<file path="config.mk">
export PLATFORM = sky130hd
export DESIGN_NAME = seg_scan_decoder_flat
export DESIGN_NICKNAME = d
export VERILOG_FILES = /design/src/rtl/seg_scan_decoder_if.sv /design/src/rtl/seg_scan_decoder.sv /design/src/flat_wrapper.sv
export SDC_FILE = /design/constraint.sdc
export NUM_CORES = 1
export LEC_CHECK = 0
export ABC_AREA = 1
export CAP_MARGIN = 20
export CELL_PAD_IN_SITES_DETAIL_PLACEMENT = 0
export CELL_PAD_IN_SITES_GLOBAL_PLACEMENT = 1
export CORE_MARGIN = 2
export CORE_UTILIZATION = 35
export CTS_CLUSTER_SIZE = 20
export DETAILED_ROUTE_END_ITERATION = 6
export GPL_TIMING_DRIVEN = 0
export PLACE_DENSITY = 0.77
export SLEW_MARGIN = 40
export SYNTH_ARGS = -nofsm -noshare
export SYNTH_HDL_FRONTEND = slang
export SYNTH_SLANG_ARGS = --single-unit
</file>
<file path="constraint.sdc">
create_clock -name clk_i -period 5.4 [get_ports clk_i]
set_input_delay 1.08 -clock clk_i [delete_from_list [all_inputs] [get_ports clk_i]]
set_output_delay 1.08 -clock clk_i [all_outputs]
set_load 0.03 [all_outputs]
</file>
<file path="src/rtl/seg_scan_decoder_if.sv">
// Bus bundle for the 7-segment scan decoder: scanned display inputs on one side,
// decoded digit values and event pulses on the other.
interface seg_scan_decoder_if;
    logic [7:0]  seg_com_i;
    logic [6:0]  seg_data_i;
    logic [31:0] digit_val_o;
    logic [7:0]  digit_ok_o;
    logic        frame_done_o;
    logic        com_err_o;
    logic        dbg_hold_o;

    modport slave (
        input  seg_com_i, seg_data_i,
        output digit_val_o, digit_ok_o, frame_done_o, com_err_o, dbg_hold_o
    );

    modport master (
        output seg_com_i, seg_data_i,
        input  digit_val_o, digit_ok_o, frame_done_o, com_err_o, dbg_hold_o
    );
endinterface

</file>
<file path="src/rtl/seg_scan_decoder.sv">
// Capture-side decoder for a multiplexed 8-digit 7-segment bus: waits for each
// {COM, DATA} pattern to settle, then commits its decoded value to one digit slot.
module seg_scan_decoder #(
    parameter int unsigned SETTLE_CYCLES = 4
) (
    input  logic               clk_i,
    input  logic               rst_i,
    seg_scan_decoder_if.slave  bus
);
    typedef enum logic {ST_WAIT = 1'b0, ST_HOLD = 1'b1} state_t;

    localparam logic [7:0] SETTLE_MAX  = 8'(SETTLE_CYCLES);
    localparam logic [7:0] SETTLE_LAST = 8'(SETTLE_CYCLES - 1);

    state_t      state_q, state_d;
    logic [14:0] s_q;
    logic        s_vld_q;
    logic [7:0]  cnt_q, cnt_d;
    logic        commit_q, commit_d;
    logic [31:0] val_q, val_d;
    logic [7:0]  ok_q, ok_d;
    logic [7:0]  seen_q, seen_d;
    logic        frame_q, frame_d;
    logic        err_q, err_d;

    logic [14:0] sample;
    logic        same;
    logic [7:0]  low;
    logic [7:0]  pos_mask;
    logic        one_low;
    logic [4:0]  dec;
    logic [7:0]  seen_next;

    function automatic logic [4:0] decode(input logic [6:0] seg);
        case (seg)
            7'b1111110: decode = {1'b1, 4'd0};
            7'b0110000: decode = {1'b1, 4'd1};
            7'b1101101: decode = {1'b1, 4'd2};
            7'b1111001: decode = {1'b1, 4'd3};
            7'b0110011: decode = {1'b1, 4'd4};
            7'b1011011: decode = {1'b1, 4'd5};
            7'b1011111: decode = {1'b1, 4'd6};
            7'b1110000: decode = {1'b1, 4'd7};
            7'b1111111: decode = {1'b1, 4'd8};
            7'b1111011: decode = {1'b1, 4'd9};
            default:    decode = {1'b0, 4'hF};
        endcase
    endfunction

    assign sample = {bus.seg_com_i, bus.seg_data_i};
    // The first sample after reset never counts as a repeat, so a pattern present
    // at reset release still has to settle for the full window.
    assign same   = s_vld_q && (sample == s_q);

    always_comb begin
        state_d  = state_q;
        cnt_d    = cnt_q;
        commit_d = 1'b0;
        if (!same) begin
            cnt_d   = 8'd0;
            state_d = ST_WAIT;
        end else begin
            if (cnt_q != SETTLE_MAX) cnt_d = cnt_q + 8'd1;
            unique case (state_q)
                ST_WAIT: if (cnt_d == SETTLE_LAST) begin
                    state_d  = ST_HOLD;
                    commit_d = 1'b1;
                end
                ST_HOLD: state_d = ST_HOLD;
                default: state_d = ST_WAIT;
            endcase
        end
    end

    // Commit uses the registered sample, so a change on the commit edge is harmless.
    always_comb begin
        low       = ~s_q[14:7];
        one_low   = (low != 8'd0) && ((low & (low - 8'd1)) == 8'd0);
        dec       = decode(s_q[6:0]);
        pos_mask  = '0;
        for (int p = 0; p < 8; p++) pos_mask[p] = low[7-p];
        seen_next = seen_q | pos_mask;
        val_d     = val_q;
        ok_d      = ok_q;
        seen_d    = seen_q;
        frame_d   = 1'b0;
        err_d     = 1'b0;
        if (commit_q) begin
            if (one_low) begin
                for (int p = 0; p < 8; p++) begin
                    if (pos_mask[p]) begin
                        val_d[4*p +: 4] = dec[3:0];
                        ok_d[p]         = dec[4];
                    end
                end
                if (seen_next == 8'hFF) begin
                    frame_d = 1'b1;
                    seen_d  = 8'h00;
                end else begin
                    seen_d  = seen_next;
                end
            end else if (low != 8'd0) begin
                err_d = 1'b1;
            end
        end
    end

    always_ff @(posedge clk_i or posedge rst_i) begin
        if (rst_i) begin
            state_q  <= ST_WAIT;
            s_q      <= '0;
            s_vld_q  <= 1'b0;
            cnt_q    <= '0;
            commit_q <= 1'b0;
            val_q    <= '0;
            ok_q     <= '0;
            seen_q   <= '0;
            frame_q  <= 1'b0;
            err_q    <= 1'b0;
        end else begin
            state_q  <= state_d;
            s_q      <= sample;
            s_vld_q  <= 1'b1;
            cnt_q    <= cnt_d;
            commit_q <= commit_d;
            val_q    <= val_d;
            ok_q     <= ok_d;
            seen_q   <= seen_d;
            frame_q  <= frame_d;
            err_q    <= err_d;
        end
    end

    assign bus.digit_val_o  = val_q;
    assign bus.digit_ok_o   = ok_q;
    assign bus.frame_done_o = frame_q;
    assign bus.com_err_o    = err_q;
    assign bus.dbg_hold_o   = (state_q == ST_HOLD);
endmodule
</file>
<file path="src/flat_wrapper.sv">
// flat-port wrapper written by rule: the top's interface ports become plain ports
module seg_scan_decoder_flat 
#(
    parameter int unsigned SETTLE_CYCLES = 4
)
  (clk_i, rst_i, bus_seg_com_i, bus_seg_data_i, bus_digit_val_o, bus_digit_ok_o, bus_frame_done_o, bus_com_err_o, bus_dbg_hold_o);
  seg_scan_decoder_if bus_i ();
  input  logic clk_i;
  input  logic rst_i;
  input wire logic [$bits(bus_i.seg_com_i)-1:0] bus_seg_com_i;
  input wire logic [$bits(bus_i.seg_data_i)-1:0] bus_seg_data_i;
  output wire logic [$bits(bus_i.digit_val_o)-1:0] bus_digit_val_o;
  output wire logic [$bits(bus_i.digit_ok_o)-1:0] bus_digit_ok_o;
  output wire logic [$bits(bus_i.frame_done_o)-1:0] bus_frame_done_o;
  output wire logic [$bits(bus_i.com_err_o)-1:0] bus_com_err_o;
  output wire logic [$bits(bus_i.dbg_hold_o)-1:0] bus_dbg_hold_o;
  assign bus_i.seg_com_i = bus_seg_com_i;
  assign bus_i.seg_data_i = bus_seg_data_i;
  assign bus_digit_val_o = bus_i.digit_val_o;
  assign bus_digit_ok_o = bus_i.digit_ok_o;
  assign bus_frame_done_o = bus_i.frame_done_o;
  assign bus_com_err_o = bus_i.com_err_o;
  assign bus_dbg_hold_o = bus_i.dbg_hold_o;
  seg_scan_decoder #(.SETTLE_CYCLES(SETTLE_CYCLES)) u_core (.clk_i(clk_i), .rst_i(rst_i), .bus(bus_i));
endmodule
</file>
==> parameters.txt, run 1 <==
Parameter                              Value

Yosys
  Synth area leaders ... sky130_fd_sc_hd__dfrtp_1, sky130_fd_sc_hd__nand2_1, sky130_fd_sc_hd__nor2_1
  Netlist cell types ... 28
  Number of nets produced by synthesis ... roughly 460
  Syn. warnings ... 0
  Avg Cell Area, Syn ... between 7 and 8 sq um
  Share of the synthesized area in the top cell type ... 0.542
  Part of the Yosys area used for sequential elements ... 0.542
  Biggest area consumer among synthesized cells ... sky130_fd_sc_hd__dfrtp_1
  Post-Syn Area ... ~3500 sq um
  Count of mapped cells out of synthesis ... between 400 and 500
  Synthesis-stage register bit count ... 76

CTS
  Total setup buffers inserted after CTS ... 0
  Total of cells resized after clock tree synthesis ... 0
  Buffers from clock root to sink, at most ... 2
  H-Tree Level Count ... 3
  Master cell of the clock root buffer ... sky130_fd_sc_hd__clkbuf_8
  CTS Hold Bufs ... 0
  Clock latency at the later pin of the worst-skew pair ... ~0.34 ns
  Clock slew at the register clock pins of the worst setup and hold paths ... 0.08 ns
  Number of buffers created by CTS ... 9
  CTS sink cnt ... 76
  CTS tree ... built

Die
  Die Outline Area ... 10800 sq um
  Row Count ... 36
  Ports placed on the boundary ... 60
  Core area ... approximately 10000 sq um
  Initial core utilization ... 0.359
  Y dimension of the die ... 104 um
  Chip Width ... about 100 um

Layout
  Share of layout cells above drive strength 1 ... 0.0561
  Diode insertion count for antenna repair ... 0
  Area growth from synthesis to layout ... 28.3%
  Total number of nets in the final design ... between 500 and 600

STA
  Peak Freq ... between 300 and 400 MHz
  Clock Skew ... between 0.007 and 0.008 ns
  Final Slew Violations ... 0
  RSZ-0062 raised after global routing ... no
  Worst Slack Setup Final ... between 2 and 3 ns
  Total setup violations reported at the end of the flow ... 0
  Setup TNS ... 0 ns
  Final period util ... 0.466
  Final Hold Viols ... 0
  Fin crit period ... 2.52 ns

Drt
  Detailed-routed wire length on met2 ... roughly 4.3 mm
  Count of routing violations after the opening detailed-route iteration ... roughly 110
  Number of search-and-repair iterations in the first detailed-routing pass ... 4
  DR vias ... roughly 3000
  Residual DRC ... 0
  Antenna-violating nets left ... 0
  Routed wire length on met3 ... roughly 350 um
  Length of routed wiring on met1 ... 3.86 mm
  Detailed-route vias per instance ... 4.58
  Routed length per placed instance ... between 10 and 15 um
  Top layer in use ... met4
  Total wire length ... between 8 and 9 mm

Critical path
  Peak fanout along the critical path ... 2
  Endpoint kind of the worst setup timing path ... output pin
  Max stage delay cell, worst path ... sky130_fd_sc_hd__clkdlybuf4s50_1
  Maximum cell stage delay along the critical path ... between 0.6 and 0.7 ns
  Cells traversed along the worst timing path ... clkdlybuf4s50_1
  Startpoint type of the worst setup path ... register
  Endpoint required time on the critical path ... around 4.3 ns
  WP data arrival ... ~1.4 ns
  Cell type group with the largest total delay on the critical path ... buffers and inverters
  R2R setup slack ... between 3 and 4 ns
  Setup CP Type ... reg2out
  Buffers plus inverters on the worst setup path ... 1

Global routing
  Global-route wire length before repair ... 14.8 mm
  Global routing usage summed across all routing layers ... 0.172
  Antenna violations before repair ... 0
  Pin count of the biggest net entering global routing ... 46
  Via count of the first global-routing pass ... roughly 3000
  Remaining global-route overflow ... 0

Hold path
  Type of the most critical hold path ... reg2reg

Placement
  Placer congestion estimate ... roughly 0.87
  Minimum setup slack after placement ... between 2 and 3 ns
  Port Buffers ... 59
  HPWL after detailed placement ... roughly 6.3 mm

Run status
  Run status ... finished clean

Pwr
  Static Leakage ... between 2 and 2.5 nW
  Ratio of total power to cell area ... ~250 nW/um^2
  Maximum VDD drop ... between 0.1 and 0.15 mV

Job
  Max cap viols ... 0
[layout by cell type, fill, tap and decap left out]
cell	instances
sky130_fd_sc_hd__nand2_1	194
sky130_fd_sc_hd__dfrtp_1	76
sky130_fd_sc_hd__clkdlybuf4s50_1	59
sky130_fd_sc_hd__nor2_1	42
sky130_fd_sc_hd__inv_1	38
sky130_fd_sc_hd__nand3_1	22
sky130_fd_sc_hd__o21ai_0	20
sky130_fd_sc_hd__clkbuf_8	9
sky130_fd_sc_hd__nor3_1	7
sky130_fd_sc_hd__xnor2_1	5
sky130_fd_sc_hd__a21oi_1	5
sky130_fd_sc_hd__nor2_4	4
sky130_fd_sc_hd__nor2_2	3
sky130_fd_sc_hd__nand4_1	3
sky130_fd_sc_hd__xor2_1	3
sky130_fd_sc_hd__ha_1	3
sky130_fd_sc_hd__a21boi_0	2
sky130_fd_sc_hd__o22ai_1	2
sky130_fd_sc_hd__inv_6	2
sky130_fd_sc_hd__bufinv_16	2
sky130_fd_sc_hd__clkbuf_1	2
sky130_fd_sc_hd__inv_2	1
sky130_fd_sc_hd__nand2_2	1
sky130_fd_sc_hd__nand3b_1	1
sky130_fd_sc_hd__a31oi_2	1
sky130_fd_sc_hd__nand3_2	1
sky130_fd_sc_hd__buf_2	1
sky130_fd_sc_hd__and2_1	1
sky130_fd_sc_hd__buf_6	1
sky130_fd_sc_hd__buf_4	1
sky130_fd_sc_hd__o21bai_1	1
sky130_fd_sc_hd__o31ai_1	1
sky130_fd_sc_hd__clkinv_2	1
sky130_fd_sc_hd__buf_16	1
sky130_fd_sc_hd__conb_1	1
[path summary, 6_finish.rpt]
path / startpoint / endpoint / cells past startpoint
max: u_core.bus.digit_val_o[31]$_DFFE_PP0P_ / bus_digit_val_o[31] / 1
min: u_core.bus.digit_val_o[19]$_DFFE_PP0P_ / u_core.bus.digit_val_o[19]$_DFFE_PP0P_ / 2
max reg2reg: u_core.s_q[2]$_DFF_PP0_ / u_core.bus.digit_val_o[24]$_DFFE_PP0P_ / 11
min reg2reg: u_core.bus.digit_val_o[19]$_DFFE_PP0P_ / u_core.bus.digit_val_o[19]$_DFFE_PP0P_ / 2
max in group asynchronous: rst_i / u_core.s_q[6]$_DFF_PP0_ / 3
min in group asynchronous: rst_i / u_core.bus.digit_val_o[27]$_DFFE_PP0P_ / 2
[area by class of cell]
class	count	area [sq um]
flip-flops and latches	76	1900
repair buffers	60	618
well taps	133	166
plain buffers	3	23.8
inverters	40	155
fillers	1002	5270
clock inverters	4	73.8
multi-input cells	323	1440
clock buffers	11	131
[synth_stat cells]
master / n
sky130_fd_sc_hd__o31ai_1: 1
sky130_fd_sc_hd__a21oi_1: 5
sky130_fd_sc_hd__ha_1: 3
sky130_fd_sc_hd__o22ai_1: 2
sky130_fd_sc_hd__nor2_1: 42
sky130_fd_sc_hd__nand2_2: 1
sky130_fd_sc_hd__nand3b_1: 1
sky130_fd_sc_hd__conb_1: 1
sky130_fd_sc_hd__xnor2_1: 5
sky130_fd_sc_hd__nand3_1: 22
sky130_fd_sc_hd__buf_6: 1
sky130_fd_sc_hd__nand4_1: 3
sky130_fd_sc_hd__nand3_2: 1
sky130_fd_sc_hd__nor2_2: 3
sky130_fd_sc_hd__dfrtp_1: 76
sky130_fd_sc_hd__inv_1: 39
sky130_fd_sc_hd__xor2_1: 3
sky130_fd_sc_hd__nor2_4: 4
sky130_fd_sc_hd__buf_4: 1
sky130_fd_sc_hd__o21bai_1: 1
sky130_fd_sc_hd__nor3_1: 7
sky130_fd_sc_hd__a31oi_2: 1
sky130_fd_sc_hd__buf_2: 1
sky130_fd_sc_hd__a21boi_0: 2
sky130_fd_sc_hd__nand2_1: 194
sky130_fd_sc_hd__o21ai_0: 20
sky130_fd_sc_hd__inv_2: 1
sky130_fd_sc_hd__and2_1: 1
[stage by stage]
step	util	cells	power (mW)	cell area, sq um	hold slack, ns
4_1_cts	0.461	650	1.13	4510	0.487
3_3_place_gp	0.437	634	0.661	4270	0.463
3_5_place_dp	0.440	635	0.665	4300	0.466
6_report	0.461	650	1.11	4510	0.479
2_1_floorplan	-	442	0.631	3510	0.453
5_1_grt	0.461	650	1.16	4510	0.508
[cell families after synthesis]
kind of cell | share of synthesized area
simple gates | 0.326
flops | 0.542
buf+inv | 0.0495
compound gates | 0.0513
xor+xnor | 0.0200
fa+ha+maj | 0.0107
other cells | 0.00107
[registers in the layout, indices dropped and copies added, names as in the netlist]
register / flops
u_core.bus.dbg_hold_o: 1
u_core.s_vld_q: 1
u_core.bus.digit_val_o: 32
u_core.bus.digit_ok_o: 8
u_core.commit_q: 1
u_core.cnt_q: 8
u_core.bus.com_err_o: 1
u_core.seen_q: 8
u_core.s_q: 15
u_core.bus.frame_done_o: 1
[per-layer routing]
metal | track usage | up-vias
met5 | 0 | -
met3 | 0.0338 | 7
met2 | 0.295 | 64
met1 | 0.216 | 1390
met4 | 0.0569 | 0
li1 | - | 1516
[power by group]
| part | switching [mW] | internal [mW] | leakage (nW) | total (mW) |
|---|---|---|---|---|
| logic | 0.0440 | 0.0253 | 1.09 | 0.0692 |
| registers | 0.00824 | 0.575 | 1.03 | 0.583 |
| clock network | 0.203 | 0.259 | 0.104 | 0.462 |
| total | 0.255 | 0.859 | 2.22 | 1.11 |
Power figures use the tool's default switching activity.
==> inputs of run 2 (changes only) <==
clock period = 2.6 ns   (was 5.4 ns; I/O delays follow)
==> results of run 2 <==
The final DEF is identical to that of run 1. Status: finished clean.
Main changes from that run: setup slack after placement 2.80 ns -> 0.560 ns; setup slack after layout 2.88 ns -> 0.597 ns; start point of the critical path u_core.bus.digit_val_o[31]$_DFFE_PP0P_ -> u_core.s_q[2]$_DFF_PP0_; end point of the critical path bus_digit_val_o[31] -> u_core.bus.digit_val_o[24]$_DFFE_PP0P_; register-to-register setup slack 3.40 ns -> 0.60 ns; total power 1.11 mW -> 2.31 mW; worst IR drop on VDD 0.130 mV -> 0.271 mV
==> inputs of run 3 (changes only) <==
PLACE_DENSITY = 0.8   (was 0.77)
clock period = 1.6 ns   (was 2.6 ns; I/O delays follow)
==> run 3 against run 2 <==
Setup slack lost 0.75 ns; clock power is 35% higher; sequential power grew 63%; the run now ends with setup timing left; first-iteration DRC count increased by 20%; cell area increased by 14%; sequential share of layout area is 4.9 points lower; sequential cell count unchanged; core utilization grew 6.3 points; die area is the same; clock skew up 0.0014 ns; global-route usage increased by 0.44 points.
==> parameters.txt, run 3 (synthesized netlist as in run 1, its figures left out) <==
Parameter                              Value

Run status
  Run status ... complete, but fails checks
  Failing checks ... setup timing

Job
  Max cap viols ... 0

STA
  Final period util ... 1.10
  Peak Freq ... ~570 MHz
  Final worst hold slack ... ~0.32 ns
  RSZ-0062 raised after global routing ... yes
  Clock Skew ... 0.00896 ns
  Final Hold Viols ... 0
  Total setup violations reported at the end of the flow ... 49
  Fin crit period ... about 1.8 ns
  Worst Slack Setup Final ... -0.154 ns
  Final Slew Violations ... 0

Global routing
  Remaining global-route overflow ... 0
  Antenna violations before repair ... 0
  GR met1 Demand/Resource ... 0.218
  Met3 demand-to-capacity share in global routing ... 0.0332
  Via count of the first global-routing pass ... ~3200
  Global routing usage summed across all routing layers ... 0.176
  Routing usage on met2 ... 0.307
  GRT Max-Usage Layer ... met2
  Pin count of the biggest net entering global routing ... 26
  Global-route wire length before repair ... 15.3 mm

Layout
  Total number of nets in the final design ... 570
  Post-layout instance area ... approximately 5100 sq um
  Share of layout cells above drive strength 1 ... 0.241
  Count of fill cells added during filler insertion ... slightly above 900
  Final instance count without filler cells ... approximately 690
  Most used cells in the layout excluding fill and tap cells ... sky130_fd_sc_hd__nand2_1, sky130_fd_sc_hd__dfrtp_1, sky130_fd_sc_hd__dlygate4sd2_1
  Most common cell after layout, fill and taps aside ... sky130_fd_sc_hd__nand2_1
  Area growth from synthesis to layout ... 46.0%
  Diode insertion count for antenna repair ... 0
  Flip-flop count of the largest register, all copies and words added ... 32
  Area of the multi-input gates ... 1780 sq um
  Reg area ... between 1500 and 2000 sq um

Drt
  DR vias ... roughly 3300
  Detailed-route vias per instance ... 4.74
  Routed length per placed instance ... around 14 um
  Total wire length ... around 9.5 mm
  Count of routing violations after the opening detailed-route iteration ... roughly 140
  Antenna-violating nets left ... 0
  Residual DRC ... 0
  Number of search-and-repair iterations in the first detailed-routing pass ... 5

Critical path
  WP data arrival ... approximately 2.0 ns
  Cell type with the highest occurrence count on the critical path ... sky130_fd_sc_hd__nand2_2
  Endpoint kind of the worst setup timing path ... register
  Cells traversed along the worst timing path ... inv_2 > nor2_1 > nand2_2 > nand2_2 > nand2_2 > nor2_4 > nand3_4 > buf_4 > clkbuf_16 > o21ai_0
  Endpoint required time on the critical path ... 1.87 ns
  Peak fanout along the critical path ... 8
  Maximum cell stage delay along the critical path ... between 0.4 and 0.5 ns
  Setup CP Type ... reg2reg
  Startpoint type of the worst setup path ... register
  Max stage delay cell, worst path ... sky130_fd_sc_hd__dfrtp_1

CTS
  Clock slew at the register clock pins of the worst setup and hold paths ... 0.08 ns
  Number of buffers created by CTS ... 9
  CTS Hold Bufs ... 0
  Buffers from clock root to sink, at most ... 2
  H-Tree Level Count ... 3
  Master cell of the clock root buffer ... sky130_fd_sc_hd__clkbuf_8
  CTS sink cnt ... 76
  Clock latency at the later pin of the worst-skew pair ... 0.35 ns
  CTS tree ... built

Pwr
  Switching part of the total power ... 0.264
  Comb pwr share ... 0.097
  Post-layout total power ... 3.60 mW
  Ratio of total power to cell area ... 703 nW/um^2
  Static Leakage ... 2.63 nW
  Switching power of the nets ... approximately 950 uW
  Clk network pwr share ... 0.358
  Maximum VDD drop ... about 0.43 mV
  Design internal power ... between 2 and 3 mW
  Sequential power share ... 0.545

Die
  Y dimension of the die ... ~100 um
  Initial core utilization ... 0.359
  Row Count ... 36
  Ports placed on the boundary ... 60
  Die Outline Area ... roughly 11000 sq um
  Core area ... around 9800 sq um
  Chip Width ... between 100 and 150 um

Placement
  Count of placed standard cells including taps ... roughly 640
  Placer congestion estimate ... approximately 0.86
  Port Buffers ... 59
  Post-placement cell area ... roughly 4300 sq um
  HPWL after detailed placement ... approximately 6.2 mm
  Minimum setup slack after placement ... -0.414 ns

Hold path
  Type of the most critical hold path ... in2async
==> run 3: worst max-delay path: cells and delay by family, from the launching register on <==
kind / cells / cell delay [ns]
buffers and inverters: 3 / 0.44
and+or+nand+nor: 6 / 0.68
AOI/OAI and AO/OA: 1 / 0.15
DFF: 1 / 0.41
==> run 3: area by class of cell <==
class / instances / area share
Sequential cell: 76 / 0.373
Tap cell: 133 / 0.0325
Multi-Input combinational cell: 325 / 0.348
Clock inverter: 5 / 0.00708
Inverter: 40 / 0.0315
Clock buffer: 11 / 0.0256
Buffer: 3 / 0.00708
Timing Repair Buffer: 95 / 0.176
==> run 3: final timing paths <==
kind / start / end / slack, ns / depth (start not counted)
min in group clk_i: bus_seg_data_i[6] / u_core.s_q[6]$_DFF_PP0_ / 0.45 / 1
hold / removal: rst_i / u_core.s_q[0]$_DFF_PP0_ / 0.32 / 2
setup reg to reg: u_core.s_q[10]$_DFF_PP0_ / u_core.seen_q[7]$_DFFE_PP0P_ / -0.15 / 10
setup / recovery: u_core.s_q[10]$_DFF_PP0_ / u_core.seen_q[7]$_DFFE_PP0P_ / -0.15 / 10
max in group asynchronous: rst_i / u_core.bus.digit_val_o[7]$_DFFE_PP0P_ / 0.69 / 4
hold reg to reg: u_core.bus.digit_ok_o[4]$_DFFE_PP0P_ / u_core.bus.digit_ok_o[4]$_DFFE_PP0P_ / 0.48 / 2
==> run 3: routing by layer <==
layer / vias to the layer above / share of wire
met1: 1569 / 0.43
li1: 1605 / -
met3: 15 / 0.033
met5: - / 0
met2: 70 / 0.52
met4: 0 / 0.020
==> run 3: timing repair <==
item / 4_1_cts / 5_1_grt
pin swaps: 6 / 28
gates resized for setup: 85 / 61
cloned: 1 / 2
setup buffers: 19 / 13
endpoints found under the setup margin: 92 / 59
hold endpoints to repair: 0 / 0
==> run 3: per-stage QoR <==
| stage | util | setup TNS [ns] |
|---|---|---|
| floorplan | - | 0 |
| global placement | 0.437 | -56.25 |
| detailed placement | 0.445 | -19.07 |
| CTS | 0.489 | -0.199 |
| global route | 0.524 | -11.47 |
| finish | 0.524 | -4.90 |
==> run 3: power groups by stage <==
stage / combinational [mW] / clock [mW] / sequential (mW)
after floorplan: 0.131 / 0 / 2.00
after global placement: 0.226 / 0 / 2.01
after detailed placement: 0.251 / 0 / 2.00
after CTS: 0.311 / 1.33 / 1.96
after global routing: 0.384 / 1.40 / 1.97
final: 0.348 / 1.29 / 1.97
==> RTL edit 1, RTL diff (config.mk and constraints of run 2) <==
Reset style: synchronous (`rst_i`), changed in one clocked block.
--- a/src/rtl/seg_scan_decoder.sv
+++ b/src/rtl/seg_scan_decoder.sv
@@ -105,7 +105,7 @@
         end
     end
 
-    always_ff @(posedge clk_i or posedge rst_i) begin
+    always_ff @(posedge clk_i) begin
         if (rst_i) begin
             state_q  <= ST_WAIT;
             s_q      <= '0;
Check against the original RTL: differs if rst_i is asserted again (counterexample within 10 cycles, from zero or initial values and one cycle with rst_i high); with rst_i held inactive, the same outputs for 10 cycles.
==> RTL edit 1 against run 2 <==
- via count increased by 5.6%
- routed wire length decreased by 5.9%
- sequential cell count unchanged
- first-iteration DRC count increased by 4.4%
- critical path depth decreased by 10
- synthesized area increased by 1.2%
- synthesized cell count increased by 18%
- largest cell class unchanged
- non-clock buffer count increased by 11
- setup slack improved by 0.096 ns
- power increased by 3.8%
- cell area increased by 0.58%
- worst hold slack got worse by 0.024 ns
- largest power group unchanged
==> RTL edit 1: results (changes against run 2) <==
type of the tightest min-delay check=input pin to flip-flop (was flip-flop to flip-flop); worst-case hold slack=0.4551 ns (was 0.4790 ns); wire length of the first global-routing pass=13.41 mm (was 14.81 mm); run status=completed (unchanged); fraction of final layout cells with drive strength greater than 1=7.203% (was 5.609%); family with the most delay on the worst path=buffers and inverters (was simple AND/OR/NAND/NOR gates); total via count in the routed design=3143 (was 2977); r2r endpoint=u_core.bus.digit_val_o[2] (was u_core.bus.digit_val_o[24]); maximum number of pins on one net before global-route repair=13 (was 46); worst setup path startpoint=u_core.bus.digit_val_o[12] (was u_core.s_q[2]); end of the worst hold path=u_core.s_q[4] (was u_core.bus.digit_val_o[19]); CP max FO=2 (was 10); setup slack after placement=0.5087 ns (was 0.5599 ns); primary flip-flop cell chosen by synthesis mapping=sky130_fd_sc_hd__dfxtp_1 (was sky130_fd_sc_hd__dfrtp_1); synth top area cells=sky130_fd_sc_hd__dfxtp_1 43%, sky130_fd_sc_hd__nor2_1 14%, sky130_fd_sc_hd__nand2_1 13% (was sky130_fd_sc_hd__dfrtp_1 54%, sky130_fd_sc_hd__nand2_1 21%, sky130_fd_sc_hd__nor2_1 4.5%); Min-Delay Startpoint=rst_i (was u_core.bus.digit_val_o[19]); R2R depth=10 (was 11); Register-to-Register Setup Slack=0.89 ns (was 0.60 ns); RR Startpoint=u_core.s_q[6] (was u_core.s_q[2]); post-detailed-placement half-perimeter wirelength=5.963 mm (was 6.279 mm); sum of routed wire length over all layers=8.092 mm (was 8.596 mm); CP max stage cell=sky130_fd_sc_hd__clkdlybuf4s50_1 (was sky130_fd_sc_hd__dfrtp_1); leak pwr=0.002061 uW (was 0.002220 uW); capturing instance or port of the critical path=bus_digit_val_o[12] (was u_core.bus.digit_val_o[24]); register area share after synthesis=42.83% (was 54.17%); Mapped Nets=543 (was 462); Total Nets Final=612 (was 533); Worst EP arrival=1.39 ns (was 2.24 ns)
==> RTL edit 1: changes by cell type after synthesis, sizes merged, moves of 3 or more <==
cell,run 2,this run
inv,40,90
nand4,3,14
nand2,195,130
buf,3,13
dfrtp,76,0
dfxtp,0,76
nand3,23,17
a21oi,5,16
o21ai,20,4
o22ai,2,5
nor2,49,134
nor3,7,1
clkbuf,0,3
==> RTL edit 1: per-stage QoR <==
| step | utilization, % | cells | area (sq um) |
|---|---|---|---|
| after floorplan | - | 523 | 3552 |
| after global placement | 43.78 | 714 | 4299 |
| after detailed placement | 43.78 | 714 | 4299 |
| final | 46.15 | 730 | 4532 |
| after global routing | 46.15 | 730 | 4532 |
| after CTS | 46.15 | 730 | 4532 |
==> RTL edit 1: cell type report <==
cell class,instances,area (sq um)
Fill cell,1054,5288
Tap cell,133,166.4
Inverter,92,346.6
Timing Repair Buffer,58,580.6
Multi-Input combinational cell,339,1516
Clock inverter,4,97.59
Clock buffer,12,135.1
Buffer,16,167.7
Sequential cell,76,1521
==> RTL edit 1: kinds of logic after synthesis <==
| group | count (synthesis) | synth area share [%] |
|---|---|---|
| AND/OR/NAND/NOR | 299 | 35.05 |
| buffers and inverters | 108 | 14.48 |
| flip-flops | 76 | 42.83 |
| AO/OA/AOI/OAI | 27 | 4.121 |
| XOR/XNOR | 10 | 2.466 |
| adder cells (fa/ha/maj) | 3 | 1.057 |
==> RTL edit 1: power by group <==
group,switching [uW],leakage (uW),internal (uW)
combinational,67.9,0.00133,52.4
sequential,17.1,0.000616,1180
clock,448,0.000111,640
total,533,0.00206,1870
==> RTL edit 1: metal layers <==
metal  part of all wire [%]  GRT usage [%]  vias up
met1                     50          20.85     1361
met2                     43          23.52       75
met5                      0              0        -
li1                       -              -     1698
met4                    1.3          4.286        0
met3                    5.5          3.993        9
==> RTL edit 2, RTL diff (settings of run 2) <==
Without the edit above. Take the reset off `ok_q` and load it in a clocked block of its own.
--- a/src/rtl/seg_scan_decoder.sv
+++ b/src/rtl/seg_scan_decoder.sv
@@ -113,7 +113,6 @@
             cnt_q    <= '0;
             commit_q <= 1'b0;
             val_q    <= '0;
-            ok_q     <= '0;
             seen_q   <= '0;
             frame_q  <= 1'b0;
             err_q    <= 1'b0;
@@ -124,11 +123,14 @@
             cnt_q    <= cnt_d;
             commit_q <= commit_d;
             val_q    <= val_d;
-            ok_q     <= ok_d;
             seen_q   <= seen_d;
             frame_q  <= frame_d;
             err_q    <= err_d;
         end
+    end
+
+    always_ff @(posedge clk_i) begin
+        ok_q <= ok_d;
     end
 
     assign bus.digit_val_o  = val_q;
Function: differs if rst_i is asserted again (counterexample within 10 cycles, from zero or initial values and one cycle with rst_i high); with rst_i held inactive, the same outputs for 10 cycles.
==> RTL edit 2 against run 2 <==
- sequential cell count is the same
- power grew 4.5%
- count of clock-buffer cells in the layout shrank 2
- setup slack lost 0.065 ns
- first-iteration DRC count grew 2.6%
- synthesized area grew 0.39%
- fmax shrank 3.2%
- routed wire length shrank 6.6%
- synthesized cell count shrank 5.9%
- cell area grew 0.67%
- critical endpoint is now u_core.bus.digit_val_o[3]
- highest routed layer unchanged
==> RTL edit 2: results (changes against run 2) <==
setup slack after placement=0.5625 ns (was 0.5599 ns); routed wl met2=3.696 mm (was 4.310 mm); synth top area cells=sky130_fd_sc_hd__dfrtp_1 48%, sky130_fd_sc_hd__nand2_1 17%, sky130_fd_sc_hd__edfxtp_1 6.8% (was sky130_fd_sc_hd__dfrtp_1 54%, sky130_fd_sc_hd__nand2_1 21%, sky130_fd_sc_hd__nor2_1 4.5%); area of the multi-input gates=1415 sq um (was 1435 sq um); placed insts=609 (was 635); register area share after synthesis=55.09% (was 54.17%); met1 layer wirelength in the final routing=3.846 mm (was 3.859 mm); run status=completed (unchanged); share of flip-flops with an asynchronous set or reset=89.47% (was 100.0%); top cells by instance count after synthesis=155 x sky130_fd_sc_hd__nand2_1, 68 x sky130_fd_sc_hd__dfrtp_1, 43 x sky130_fd_sc_hd__nor2_1 (was 194 x sky130_fd_sc_hd__nand2_1, 76 x sky130_fd_sc_hd__dfrtp_1, 42 x sky130_fd_sc_hd__nor2_1); Register-to-Register Setup Slack=0.53 ns (was 0.60 ns); clock skew after layout=0.009098 ns (was 0.007553 ns); Clk power=1040 uW (was 959 uW); adder and majority cell fraction of the synthesized area=1.065% (was 1.069%); Area growth syn-to-layout=28.68% (was 28.33%); maximum number of pins on one net before global-route repair=36 (was 46); leak pwr=0.002161 uW (was 0.002220 uW); met3 track demand over resource in global routing=4.699% (was 3.383%); Non-clk bufs=64 (was 63); met1 GRT Util=21.40% (was 21.63%); Net Sw Power=596.2 uW (was 529.1 uW); average wire per standard cell=12.84 um (was 13.22 um); fraction of the mapped netlist area in compound gates=5.573% (was 5.132%); Placer Congestion=0.8200 (was 0.8705); Signal buf overhead=14.18% (was 14.25%); Total Nets Final=507 (was 533); Final clock-cell share=5.048% (was 4.554%); sequential cell area=1942 sq um (was 1902 sq um); crit path time final=2.068 ns (was 2.003 ns); area post-placement=4307 sq um (was 4300 sq um); wire length of the first global-routing pass=13.71 mm (was 14.81 mm); worst-case hold slack=0.4807 ns (was 0.4790 ns); CP max FO=11 (was 10); fraction of final layout cells with drive strength greater than 1=8.943% (was 5.609%); vias in the first global route=2779 (was 3003); met2 layer usage reported by global route=24.88% (was 29.51%); Mapped Nets=436 (was 462); inverters=36 (was 40)
-- RTL edit 2: cell count changes after synthesis, sizes merged, moves of 2 or more --
cell / before / now
or2: 0 / 2
nor2: 49 / 51
o22ai: 2 / 6
xnor2: 5 / 3
o21ai: 20 / 23
nand4: 3 / 14
inv: 40 / 36
nand3: 23 / 26
dfrtp: 76 / 68
nor3: 7 / 2
nand2: 195 / 159
edfxtp: 0 / 8
-- RTL edit 2: worst paths after layout --
kind                                             from                         end  cells past startpoint
min in group asynchronous                       rst_i               u_core.s_q[2]                      2
hold / removal             u_core.bus.digit_val_o[31]  u_core.bus.digit_val_o[31]                      2
setup reg to reg                        u_core.s_q[5]   u_core.bus.digit_val_o[3]                      9
hold reg to reg            u_core.bus.digit_val_o[31]  u_core.bus.digit_val_o[31]                      2
setup / recovery                        u_core.s_q[5]   u_core.bus.digit_val_o[3]                      9
max in group asynchronous                       rst_i              u_core.s_q[12]                      3
